--- src/rtl/pc_gen.sv ---
// Fetch program-counter generator: reset hold, sequential/branch/jump/register/exception
// next-PC selection, and a one-deep buffer for redirects that arrive while fetch is stalled.
module pc_gen #(
  parameter int               WIDTH        = 32,
  parameter logic [WIDTH-1:0] RESET_VECTOR = WIDTH'(32'h0000_3000),
  parameter logic [WIDTH-1:0] EXC_VECTOR   = WIDTH'(32'h0000_4180),
  parameter int               RESET_HOLD   = 2
) (
  input  logic             clk,
  input  logic             rst,
  input  logic             stall,
  input  logic             fetch_ready,
  output logic             fetch_valid,
  output logic [WIDTH-1:0] PC,
  input  logic             redirect_valid,
  input  logic [1:0]       redirect_kind,
  input  logic [WIDTH-1:0] redirect_base,
  input  logic [WIDTH-1:0] redirect_imm,
  input  logic             exc_req,
  output logic [WIDTH-1:0] exc_epc,
  output logic             redirect_pending,
  output logic             misalign
);

  localparam int CW = (RESET_HOLD > 1) ? $clog2(RESET_HOLD + 1) : 1;

  typedef enum logic {HOLD, RUN} state_e;
  localparam state_e RESET_STATE = (RESET_HOLD == 0) ? RUN : HOLD;

  state_e           state_q, state_d;
  logic [CW-1:0]    hold_q, hold_d;
  logic [WIDTH-1:0] pc_q, pc_d;
  logic [WIDTH-1:0] epc_q, epc_d;
  logic [WIDTH-1:0] buf_q, buf_d;
  logic             pend_q, pend_d;
  logic             mis_q, mis_d;

  logic [WIDTH-1:0] base_plus4;
  logic [WIDTH-1:0] region_tgt;
  logic [WIDTH-1:0] tgt;
  logic             tgt_misaligned;
  logic             redirect_ok;
  logic             running;
  logic             advance;

  assign running     = (state_q == RUN);
  // Gated by rst so fetch_valid is low during reset even when no hold is configured.
  assign fetch_valid = running & ~rst;
  assign advance     = running & fetch_valid & fetch_ready & ~stall;
  assign base_plus4  = redirect_base + WIDTH'(4);

  generate
    if (WIDTH > 28) begin : g_region_wide
      assign region_tgt = {base_plus4[WIDTH-1:28], redirect_imm[25:0], 2'b00};
    end else begin : g_region_narrow
      assign region_tgt = {redirect_imm[25:0], 2'b00};
    end
  endgenerate

  always_comb begin
    tgt            = pc_q;
    tgt_misaligned = 1'b0;
    case (redirect_kind)
      2'b00: tgt = base_plus4 + (redirect_imm << 2);
      2'b01: tgt = region_tgt;
      2'b10: begin
        tgt            = {redirect_imm[WIDTH-1:2], 2'b00};
        tgt_misaligned = |redirect_imm[1:0];
      end
      default: tgt = pc_q;
    endcase
  end

  assign redirect_ok = redirect_valid & (redirect_kind != 2'b11);

  always_comb begin
    state_d = state_q;
    hold_d  = hold_q;
    if (state_q == HOLD) begin
      hold_d = hold_q - CW'(1);
      if (hold_q == CW'(1)) state_d = RUN;
    end
  end

  // Priority: exception, live redirect, buffered redirect, sequential, buffer a new redirect.
  always_comb begin
    pc_d   = pc_q;
    epc_d  = epc_q;
    buf_d  = buf_q;
    pend_d = pend_q;
    mis_d  = 1'b0;
    if (running) begin
      if (exc_req) begin
        pc_d   = EXC_VECTOR;
        epc_d  = pc_q;
        pend_d = 1'b0;
      end else if (advance && redirect_ok) begin
        pc_d   = tgt;
        pend_d = 1'b0;
        mis_d  = tgt_misaligned;
      end else if (advance && pend_q) begin
        pc_d   = buf_q;
        pend_d = 1'b0;
      end else if (advance) begin
        pc_d = pc_q + WIDTH'(4);
      end else if (redirect_ok) begin
        buf_d  = tgt;
        pend_d = 1'b1;
        mis_d  = tgt_misaligned;
      end
    end
  end

  always_ff @(posedge clk or posedge rst) begin
    if (rst) begin
      state_q <= RESET_STATE;
      hold_q  <= CW'(RESET_HOLD);
      pc_q    <= RESET_VECTOR;
      epc_q   <= '0;
      buf_q   <= '0;
      pend_q  <= 1'b0;
      mis_q   <= 1'b0;
    end else begin
      state_q <= state_d;
      hold_q  <= hold_d;
      pc_q    <= pc_d;
      epc_q   <= epc_d;
      buf_q   <= buf_d;
      pend_q  <= pend_d;
      mis_q   <= mis_d;
    end
  end

  assign PC               = pc_q;
  assign exc_epc          = epc_q;
  assign redirect_pending = pend_q;
  assign misalign         = mis_q;

endmodule

--- config.mk ---
export PLATFORM = sky130hd
export DESIGN_NAME = pc_gen
export DESIGN_NICKNAME = d
export VERILOG_FILES = /design/src/rtl/pc_gen.sv
export SDC_FILE = /design/constraint.sdc
export NUM_CORES = 1
export LEC_CHECK = 0
export CORE_ASPECT_RATIO = 0.9
export CORE_MARGIN = 3
export CORE_UTILIZATION = 59
export DETAILED_ROUTE_END_ITERATION = 10
export GPL_TIMING_DRIVEN = 0
export MAX_ROUTING_LAYER = met4
export PLACE_DENSITY_LB_ADDON = 0.05
export SLEW_MARGIN = 10
export SYNTH_ARGS = -nofsm -noshare
export SYNTH_HDL_FRONTEND = slang
export SYNTH_SLANG_ARGS = --single-unit
--- constraint.sdc ---
create_clock -name clk -period 11 [get_ports clk]
set_clock_uncertainty 0.15 [all_clocks]
set_input_delay 2.2 -clock clk [delete_from_list [all_inputs] [get_ports clk]]
set_output_delay 2.2 -clock clk [all_outputs]
set_load 0.05 [all_outputs]
# Yosys cells after proc, flatten, opt, wreduce, memory -nomap -nowiden

Index checks and enable logic that the tools add are counted.

Logic and storage cells: 56
Output and inout port bits: 67
Register bits after elaboration: 101

Bitwise gates (word level): 11
Add/sub/neg operators: 4
Reductions and logical operators: 10
Mux-type cells: 19
Equal/unequal tests: 5

Operator list:

| kind                                                                     | count |
|---|---|
| 32-bit two-way mux                                                       | 4 |
| 32-bit one-hot mux with 3 select lines                                   | 1 |
| 32-bit by 3-bit adder with 32-bit output (second input constant)         | 2 |
| 32-bit adder                                                             | 1 |
| 1-bit two-way mux                                                        | 14 |
| 4-bit nonzero test                                                       | 2 |
| 1-bit inverter                                                           | 6 |
| 6-bit AND reduction                                                      | 1 |
| 1-bit bitwise AND                                                        | 5 |
| 2-bit by 1-bit equality test with 1-bit output (second input constant)   | 2 |
| 4-bit by 2-bit inequality test with 1-bit output (second input constant) | 1 |
| 2-bit AND reduction                                                      | 2 |
| 3-bit AND reduction                                                      | 1 |
| 2-bit equality test (second input constant)                              | 1 |
| 1-bit logical AND                                                        | 2 |
| 2-bit logical NOT                                                        | 1 |
| 2-bit inequality test (second input constant)                            | 1 |
| 2-bit OR reduction                                                       | 1 |
| 2-bit by 1-bit subtractor with 2-bit output (second input constant)      | 1 |

# Logic depth before layout (Yosys ltp)

Gate-level depths: netlist of run 1.

Word-level depth: 10
Gate-level depth with buffers: 16

# Least setup slack after synthesis of run 1

No wires, ideal clock.

Kind: input to register
From: input port redirect_base[4]
To: register buf_q[31]
Stages on the path: 15
Arrival: 4.966 ns
Setup time: 0.134 ns
Setup slack: 5.750 ns
Buffers on the path: 1
Path through: nand4_1 nor2_1 and2_0 clkbuf_1 nand3_1 xnor2_1 ha_1 a21oi_1 o21bai_1 a221oi_1 o21ai_0 o21ba_2 mux2i_1 nor4b_2 o31ai_1

Longest elaborated chain between the ends: 3

Ends and longest elaborated chain:

| item                                       | RTL line | RTL |
|---|---|---|
| start, declared                            | 17       | `input logic [WIDTH-1:0] redirect_base,` |
| 32-bit by 3-bit adder with 32-bit output * | 50       | `assign base_plus4 = redirect_base + WIDTH'(4);` |
| 32-bit adder                               | 64       | `2'b00: tgt = base_plus4 + (redirect_imm << 2);` |
| 32-bit one-hot mux with 3 select lines *   | 63       | `case (redirect_kind)` |
| end signal, assigned                       | 128      | `buf_q <= buf_d;` |
| end, declared                              | 34       | `logic [WIDTH-1:0] buf_q, buf_d;` |

Every way passes the cells marked *; elsewhere a longest branch is shown, timed or not.
A chain may end at the register's enable or synchronous reset.

# Final worst setup path of run 1

Same ends and word-level chain as after synthesis.

==> results of run 1 <==
## placed cells by master, fill, tap and decap left out, types with 7 or more instances in the layout
| cell | synthesis | routed |
|---|---|---|
| a211oi_1 | 10 | 10 |
| a21o_1 | 14 | 14 |
| a21oi_1 | 64 | 64 |
| a221oi_1 | 7 | 7 |
| a22oi_1 | 7 | 7 |
| a31oi_1 | 13 | 13 |
| and2_1 | 8 | 8 |
| and3_1 | 10 | 10 |
| buf_2 | 8 | 8 |
| clkbuf_1 | 37 | 37 |
| clkbuf_16 | 0 | 9 |
| clkdlybuf4s50_1 | 0 | 136 |
| dfrtp_1 | 98 | 98 |
| ha_1 | 39 | 39 |
| inv_1 | 22 | 21 |
| mux2_2 | 38 | 38 |
| mux2i_1 | 18 | 18 |
| nand2_1 | 129 | 129 |
| nand3_1 | 34 | 34 |
| nand4_1 | 23 | 23 |
| nor2_1 | 58 | 58 |
| nor3_1 | 16 | 15 |
| o21ai_0 | 79 | 79 |
| o22ai_1 | 7 | 7 |
| o31ai_1 | 12 | 12 |
| xnor2_1 | 42 | 42 |
| xor2_1 | 20 | 20 |
## metal layers
metal	GRT usage, %	wire length (µm)	vias up
met5	-	0	-
met4	12.0	823	0
met3	6.54	3180	98
met2	55.8	11800	631
met1	48.5	10500	3909
li1	-	-	3773
## cell type report
class | instances | area (µm²)
clock buffer | 9 | 225
multi-input combinational | 764 | 5130
tap | 164 | 205
clock inverter | 7 | 80.1
buffer | 53 | 211
timing repair buffer | 137 | 1390
inverter | 22 | 85.1
fill | 941 | 3070
sequential | 101 | 2530
## flip-flops by register name, summed over array words and instances, names as in the netlist
signal / count
PC: 32
buf_q: 32
exc_epc: 32
hold_q: 2
misalign: 1
redirect_pending: 1
running: 1
## power breakdown
part           leakage (nW)  switching, mW  internal, mW
Sequential             1.32         0.0189         0.398
Combinational          2.63          0.174         0.115
Clock                 0.149          0.149         0.180
Total                  4.10          0.342         0.694
## critical path, delay by kind of cell
kind	cells	cell delay, ns
xor gates and xnor gates	1	0.26
muxes	1	0.10
buffers and inverters	2	0.83
and+or+nand+nor	5	1.20
adders and majority gates	1	0.31
AOI/OAI and AO/OA	6	1.40
## metrics by stage
step                      setup WS, ns  instance area, µm²  util (%)  hold slack (ns)
after floorplan                   5.75                7950         -            0.290
after global placement            4.50                9520      73.6            0.305
after detailed placement          4.45                9550      73.8            0.317
after CTS                         4.79                9850      76.2            0.332
after global routing              4.36                9860      76.2            0.345
final                             4.75                9860      76.2            0.328
## cells by family (layout without fill, tap and decap cells)
kind of cell	count (synthesis)	count (layout)
XOR/XNOR	62	62
buffers and inverters	75	228
multiplexers	62	62
flip-flops	101	101
AND/OR/NAND/NOR	327	327
adder cells (fa/ha/maj)	40	40
AO/OA/AOI/OAI	273	273
## final timing paths
| check | slack, ns | depth (start not counted) | to | startpoint |
|---|---|---|---|---|
| setup / recovery | 4.75 | 16 | buf_q[31] | redirect_base[4] |
| setup reg to reg | 7.87 | 9 | PC[23] | running |
| hold reg to reg | 0.33 | 1 | hold_q[0] | hold_q[0] |
| hold / removal | 0.33 | 1 | hold_q[0] | hold_q[0] |
| min in group asynchronous | 2.21 | 2 | redirect_pending | rst |
| max in group asynchronous | 7.83 | 3 | PC[22] | rst |
==> results by group, run 1 <==
Cells and area
  • Synth-to-Final Area Change: 24.0%
  • Final nets: 1200
  • Fin cells: 1257
  • Layout cells sized above 1: 8.87%
  • Inserted Diodes: 0

Synth
  • Top-count cell post-synth: nand2_1
  • Top_reg_cell synth: dfrtp_1
  • Yosys reg bits: roughly 100
  • Combinational family with the most area after synthesis: compound AO/OA/AOI/OAI gates
  • Post-synthesis mux area share: about a tenth
  • Synth top area share: 30.8%
  • Netlist cell types: 77
  • Synthesized Nets: 1052
  • EDFF count, synth: 0
  • Leading area contributor after synthesis: dfrtp_1
  • Synth Area in Simple Gates: 20.1%
  • Synth Area per Inst: approximately 8.5 µm²
  • Adder-Cell Fraction of Synth Area: 6.39%
  • Sequential element share of the synthesized area: 31.8%
  • Synth Warn #: 0
  • Most common library cells after synthesis: nand2_1 (129), dfrtp_1 (98), o21ai_0 (79)
  • Mapped cell area: 7950 µm²
  • Synth Area in XOR/XNOR: 6.83%
  • Asr flop ratio synth: 100%
  • Top post-synthesis cells by area: dfrtp_1 (31%), ha_1 (6.1%), nand2_1 (6.1%), mux2_2 (5.4%), o21ai_0 (5.0%)
  • Gate Count Post-Synth: 940
  • Compound-Gate Fraction of Synth Area: 21.9%

Flow run
  • Max cap viols: 0

Clocking
  • H-tree levels: 3
  • Clk slew on worst S/H paths: 0.07 ns
  • Clock root cell: clkbuf_16
  • Post-CTS Setup Repair Bufs: 0
  • Clk sink count: between 100 and 150
  • Cts hold-fix bufs: 0
  • CTS tree: done
  • Worst skew pair latency: 0.35 ns
  • Bufs on Longest Clock Path: 2
  • Total CTS buffers: 9
  • Post-CTS sizing: 0

Global route
  • All-Layer GR Usage: 36.1%
  • Initial antenna violation count: 0
  • Largest net degree at the start of global routing: 55
  • Gr ovfl total: 0
  • First-pass GRT wire length: 41100 µm
  • Vias in the first global route: 7815

Timing
  • Worst-Margin Slew: just over 0.9 ns
  • TNS Setup: 0 ns
  • Final slew viol count: 0
  • Endpoints failing hold: 0
  • Final setup vio count: 0
  • Minimum clock period after layout: 6.25 ns
  • F_max: 160 MHz
  • RSZ-0062 raised after global routing: false
  • Period utilization: between 50% and 60%
  • Worst slew margin: 39.4%

Power
  • Leak: 4.10 nW
  • Power Density: 105 nW/µm²
  • Peak supply drop: roughly 0.072 mV
  • Total power: 1.04 mW

Routing
  • Via density: 6.69
  • Initial DRC Count: between 1000 and 1500
  • Antenna Nets Post-Route: 0
  • Via count: 8411
  • Total Wirelength: 26300 µm
  • Detailed Routing Iterations Pass 1: 8
  • DRC: 0
  • Routed WL per cell: 20.9 µm

Place
  • Hpwl dp: 20300 µm
  • Placer Congestion: 0.971
  • Port bufs: 136
  • Cells after DPL: between 1000 and 1500

Critical path
  • Kind of critical path: primary input to flop
  • Crit-path max FO: 7
  • Slowest CP cell: clkdlybuf4s50_1
  • Crit path cell chain: clkdlybuf4s50_1 -> nand4_1 -> nor2_1 -> and2_0 -> clkbuf_1 -> nand2_1 -> xnor2_1 -> ha_1 -> a21oi_1 -> o21bai_1 -> a221oi_1 -> o21ai_0 -> o21ba_2 -> mux2i_1 -> nor4b_2 -> o31ai_1
  • Arrival time at the worst endpoint: 6.31 ns
  • Critical Path Max Stage Delay: 0.57 ns
  • CP Data Required Time: about 11 ns
  • CP Launch Type: primary input
  • CP Capture Type: flop

Floorplanning
  • Core ar.: 12900 µm²
  • Die W: 128 µm
  • Starting Density: between 60 and 70%
  • Die Span Y: 116 µm
  • IO Count: 139
  • Die area: 14900 µm²
  • FP Rows: 39

Status
  • Status: complete, no violations

Hold path
  • Min-delay worst type: flop to flop
(Power assumes the default switching activity.)
==> run 2, diff against run 1 <==
--- a/config.mk
+++ b/config.mk
@@ -7,7 +7,7 @@
 export LEC_CHECK = 0
 export CORE_ASPECT_RATIO = 0.9
 export CORE_MARGIN = 3
-export CORE_UTILIZATION = 59
+export CORE_UTILIZATION = 54
 export DETAILED_ROUTE_END_ITERATION = 10
 export GPL_TIMING_DRIVEN = 0
 export MAX_ROUTING_LAYER = met4
==> constraint.sdc (replaced) <==
create_clock -name clk -period 6.28 [get_ports clk]
set_clock_uncertainty 0.15 [all_clocks]
set_input_delay 1.256 -clock clk [delete_from_list [all_inputs] [get_ports clk]]
set_output_delay 1.256 -clock clk [all_outputs]
set_load 0.05 [all_outputs]
==> run 2 against run 1 <==
Hold slack gained 0.0047 ns. Combinational power rose by 71%. Non-clock buffer count unchanged. Via count shrank 4.0%. Clock-buffer cell count is 2 higher. Power increased by 68%. Cell area about the same. Global-route usage down 3.7 points. Sequential cell count stayed put. Sequential share of layout area hardly changed. Worst setup slack got worse by 3.8 ns. Core utilization shrank 6.9 points. Critical path type unchanged. Critical endpoint unchanged.
==> results by group, run 2 (synthesis results as in run 1) <==
Timing
  • Final WS setup: 0.922 ns (-3.83 ns)
  • Final slew viol count: 0 (unchanged)
  • RSZ-0062 raised after global routing: false
  • F_max: approximately 190 MHz
  • TNS Setup: 0 ns (unchanged)
  • Minimum clock period after layout: 5.36 ns
  • Worst-Margin Slew: 1.33 ns (+0.424 ns)
  • Final setup vio count: 0 (unchanged)
  • Endpoints failing hold: 0 (unchanged)
  • Worst slew margin: 10.7% (-29 points)
  • WHS: 0.333 ns (+0.00473 ns)
  • Period utilization: a little under nine tenths

Critical path
  • Kind of critical path: primary input to flop
  • Crit path max-delay family: compound AO/OA/AOI/OAI gates
  • Crit-path max FO: 7 (unchanged)
  • Slowest CP cell: clkdlybuf4s50_1
  • CP Launch Type: primary input
  • Buffers & Inverters on Critical Path: 2 (unchanged)
  • CP Capture Type: flop
  • CP Data Required Time: 6.34 ns (-4.72 ns)
  • Arrival time at the worst endpoint: 5.42 ns (-0.89 ns)
  • R2R setup slack: 3.19 ns (-4.68 ns)
  • Critical Path Max Stage Delay: 0.57 ns (about the same)
  • Crit path cell chain: clkdlybuf4s50_1 -> nand4_1 -> nor2_1 -> and2_0 -> clkbuf_1 -> nand2_1 -> xnor2_1 -> ha_1 -> a21oi_1 -> o21bai_1 -> a221oi_1 -> o21ai_0 -> o21ba_2 -> mux2i_1 -> nor4b_2 -> o31ai_1

Power
  • Peak supply drop: 0.134 mV (+85%)
  • Leak: 4.07 nW (-0.59%)
  • Reg power frac: 41.8% (+1.5 points)
  • Power Density: 177 nW/µm² (+68%)
  • Clock share of power: 29.7% (-2.1 points)
  • Comb pwr share: 28.5% (+0.5 points)
  • Total power: 1.74 mW (+68%)
  • P_sw: 0.574 mW (+68%)
  • Power Internal: 1.17 mW (+69%)
  • Switching Share: 32.9% (-0.13 points)

Clocking
  • Bufs on Longest Clock Path: 2 (unchanged)
  • Clock root cell: clkbuf_16
  • Clk sink count: 101 (unchanged)
  • Cts hold-fix bufs: 0 (unchanged)
  • CTS tree: done
  • Post-CTS Setup Repair Bufs: 0 (unchanged)
  • Post-CTS sizing: 0 (unchanged)
  • Worst skew pair latency: 0.35 ns (about the same)
  • H-tree levels: 3 (unchanged)
  • Total CTS buffers: 9 (unchanged)
  • Clk slew on worst S/H paths: 0.07 ns (about the same)

Floorplanning
  • IO Count: 139 (unchanged)
  • Starting Density: 56.0% (-5.5 points)
  • Die area: 16200 µm² (+8.8%)
  • Core ar.: 14200 µm² (+9.9%)
  • Die Span Y: 121 µm (+4.3%)
  • Die W: 134 µm (+4.3%)
  • FP Rows: 41 (+5.1%)

Global route
  • All-Layer GR Usage: 32.4% (-3.7 points)
  • First-pass GRT wire length: 40100 µm (-2.3%)
  • Initial antenna violation count: 0 (unchanged)
  • Vias in the first global route: 7310 (-6.5%)
  • Largest net degree at the start of global routing: 62 (+13%)
  • Gr ovfl total: 0 (unchanged)

Cells and area
  • Core Util, Final: 69.4% (-6.9 points)
  • Synth-to-Final Area Change: 23.9% (about the same)
  • FILL cells: 1187 (+26%)
  • Layout cells sized above 1: 8.60% (-0.27 points)
  • Final nets: 1200 (unchanged)
  • Most frequent cells in the layout: clkdlybuf4s50_1 (136), nand2_1 (129), dfrtp_1 (98)
  • Commonest non-fill, non-tap cell in the layout: clkdlybuf4s50_1
  • Inserted Diodes: 0 (unchanged)

Routing
  • Via count: 8076 (-4.0%)
  • Routed WL per cell: 19.9 µm (-4.7%)
  • Initial DRC Count: 815 (-41%)
  • DRC: 0 (unchanged)
  • Detailed Routing Iterations Pass 1: 5 (-3)
  • Total Wirelength: 25700 µm (-2.5%)
  • Antenna Nets Post-Route: 0 (unchanged)
  • Via density: 6.28 (-6.1%)

Flow run
  • Max cap viols: 0 (unchanged)

Place
  • Hpwl dp: 20400 µm (+0.30%)
  • Placer Congestion: 0.964 (-0.79%)
  • Port bufs: 136 (unchanged)
  • Post-Place Worst Slack: 0.638 ns (-3.81 ns)

Status
  • Status: complete, no violations

Hold path
  • Min-delay worst type: flop to flop
==> run 2: cell count changes in the layout (fill, tap and decap cells not counted), sizes merged <==
cell / before / now
clkinv: 1 / 2
inv: 26 / 23
bufinv: 1 / 0
clkbuf: 48 / 50
clkinvlp: 1 / 2
==> run 2: worst paths after layout <==
kind / end / start / cells past startpoint
max: buf_q[31] / redirect_base[4] / 16
min: buf_q[25] / buf_q[25] / 1
max reg2reg: PC[26] / running / 9
min reg2reg: buf_q[25] / buf_q[25] / 1
max in group asynchronous: exc_epc[25] / rst / 3
min in group asynchronous: exc_epc[3] / rst / 2
==> run 2: power groups by stage <==
stage / Clock [mW] / Combinational, mW / Sequential (mW)
after floorplan: 0 / 0.297 / 0.753
after global placement: 0 / 0.481 / 0.738
after detailed placement: 0 / 0.488 / 0.738
after CTS: 0.516 / 0.490 / 0.727
after global routing: 0.541 / 0.544 / 0.734
final: 0.518 / 0.497 / 0.729
==> run 2: per-stage QoR <==
step | cells | instance area [µm²]
final | 1286 | 9860
after global routing | 1286 | 9860
after CTS | 1286 | 9860
after detailed placement | 1270 | 9590
after global placement | 1269 | 9560
after floorplan | 940 | 7950
==> run 2: per-layer routing <==
| metal | vias to the layer above | part of all wire [%] | routed length, µm | global-route usage, % |
|---|---|---|---|---|
| li1 | 3769 | - | - | - |
| met1 | 3794 | 45 | 11500 | 46.6 |
| met2 | 455 | 44 | 11200 | 48.0 |
| met3 | 58 | 9.1 | 2340 | 4.23 |
| met4 | 0 | 2.6 | 656 | 10.4 |
| met5 | - | 0 | 0 | - |
==> run 2: final cells by class <==
cell class | count | area (µm²) | area share [%]
Multi-Input combinational cell | 764 | 5130 | 52.0
Clock buffer | 11 | 233 | 2.36
Buffer | 53 | 211 | 2.15
Timing Repair Buffer | 137 | 1390 | 14.1
Clock inverter | 5 | 37.5 | 0.381
Inverter | 22 | 85.1 | 0.863
Sequential cell | 101 | 2530 | 25.7
Tap cell | 193 | 241 | 2.45
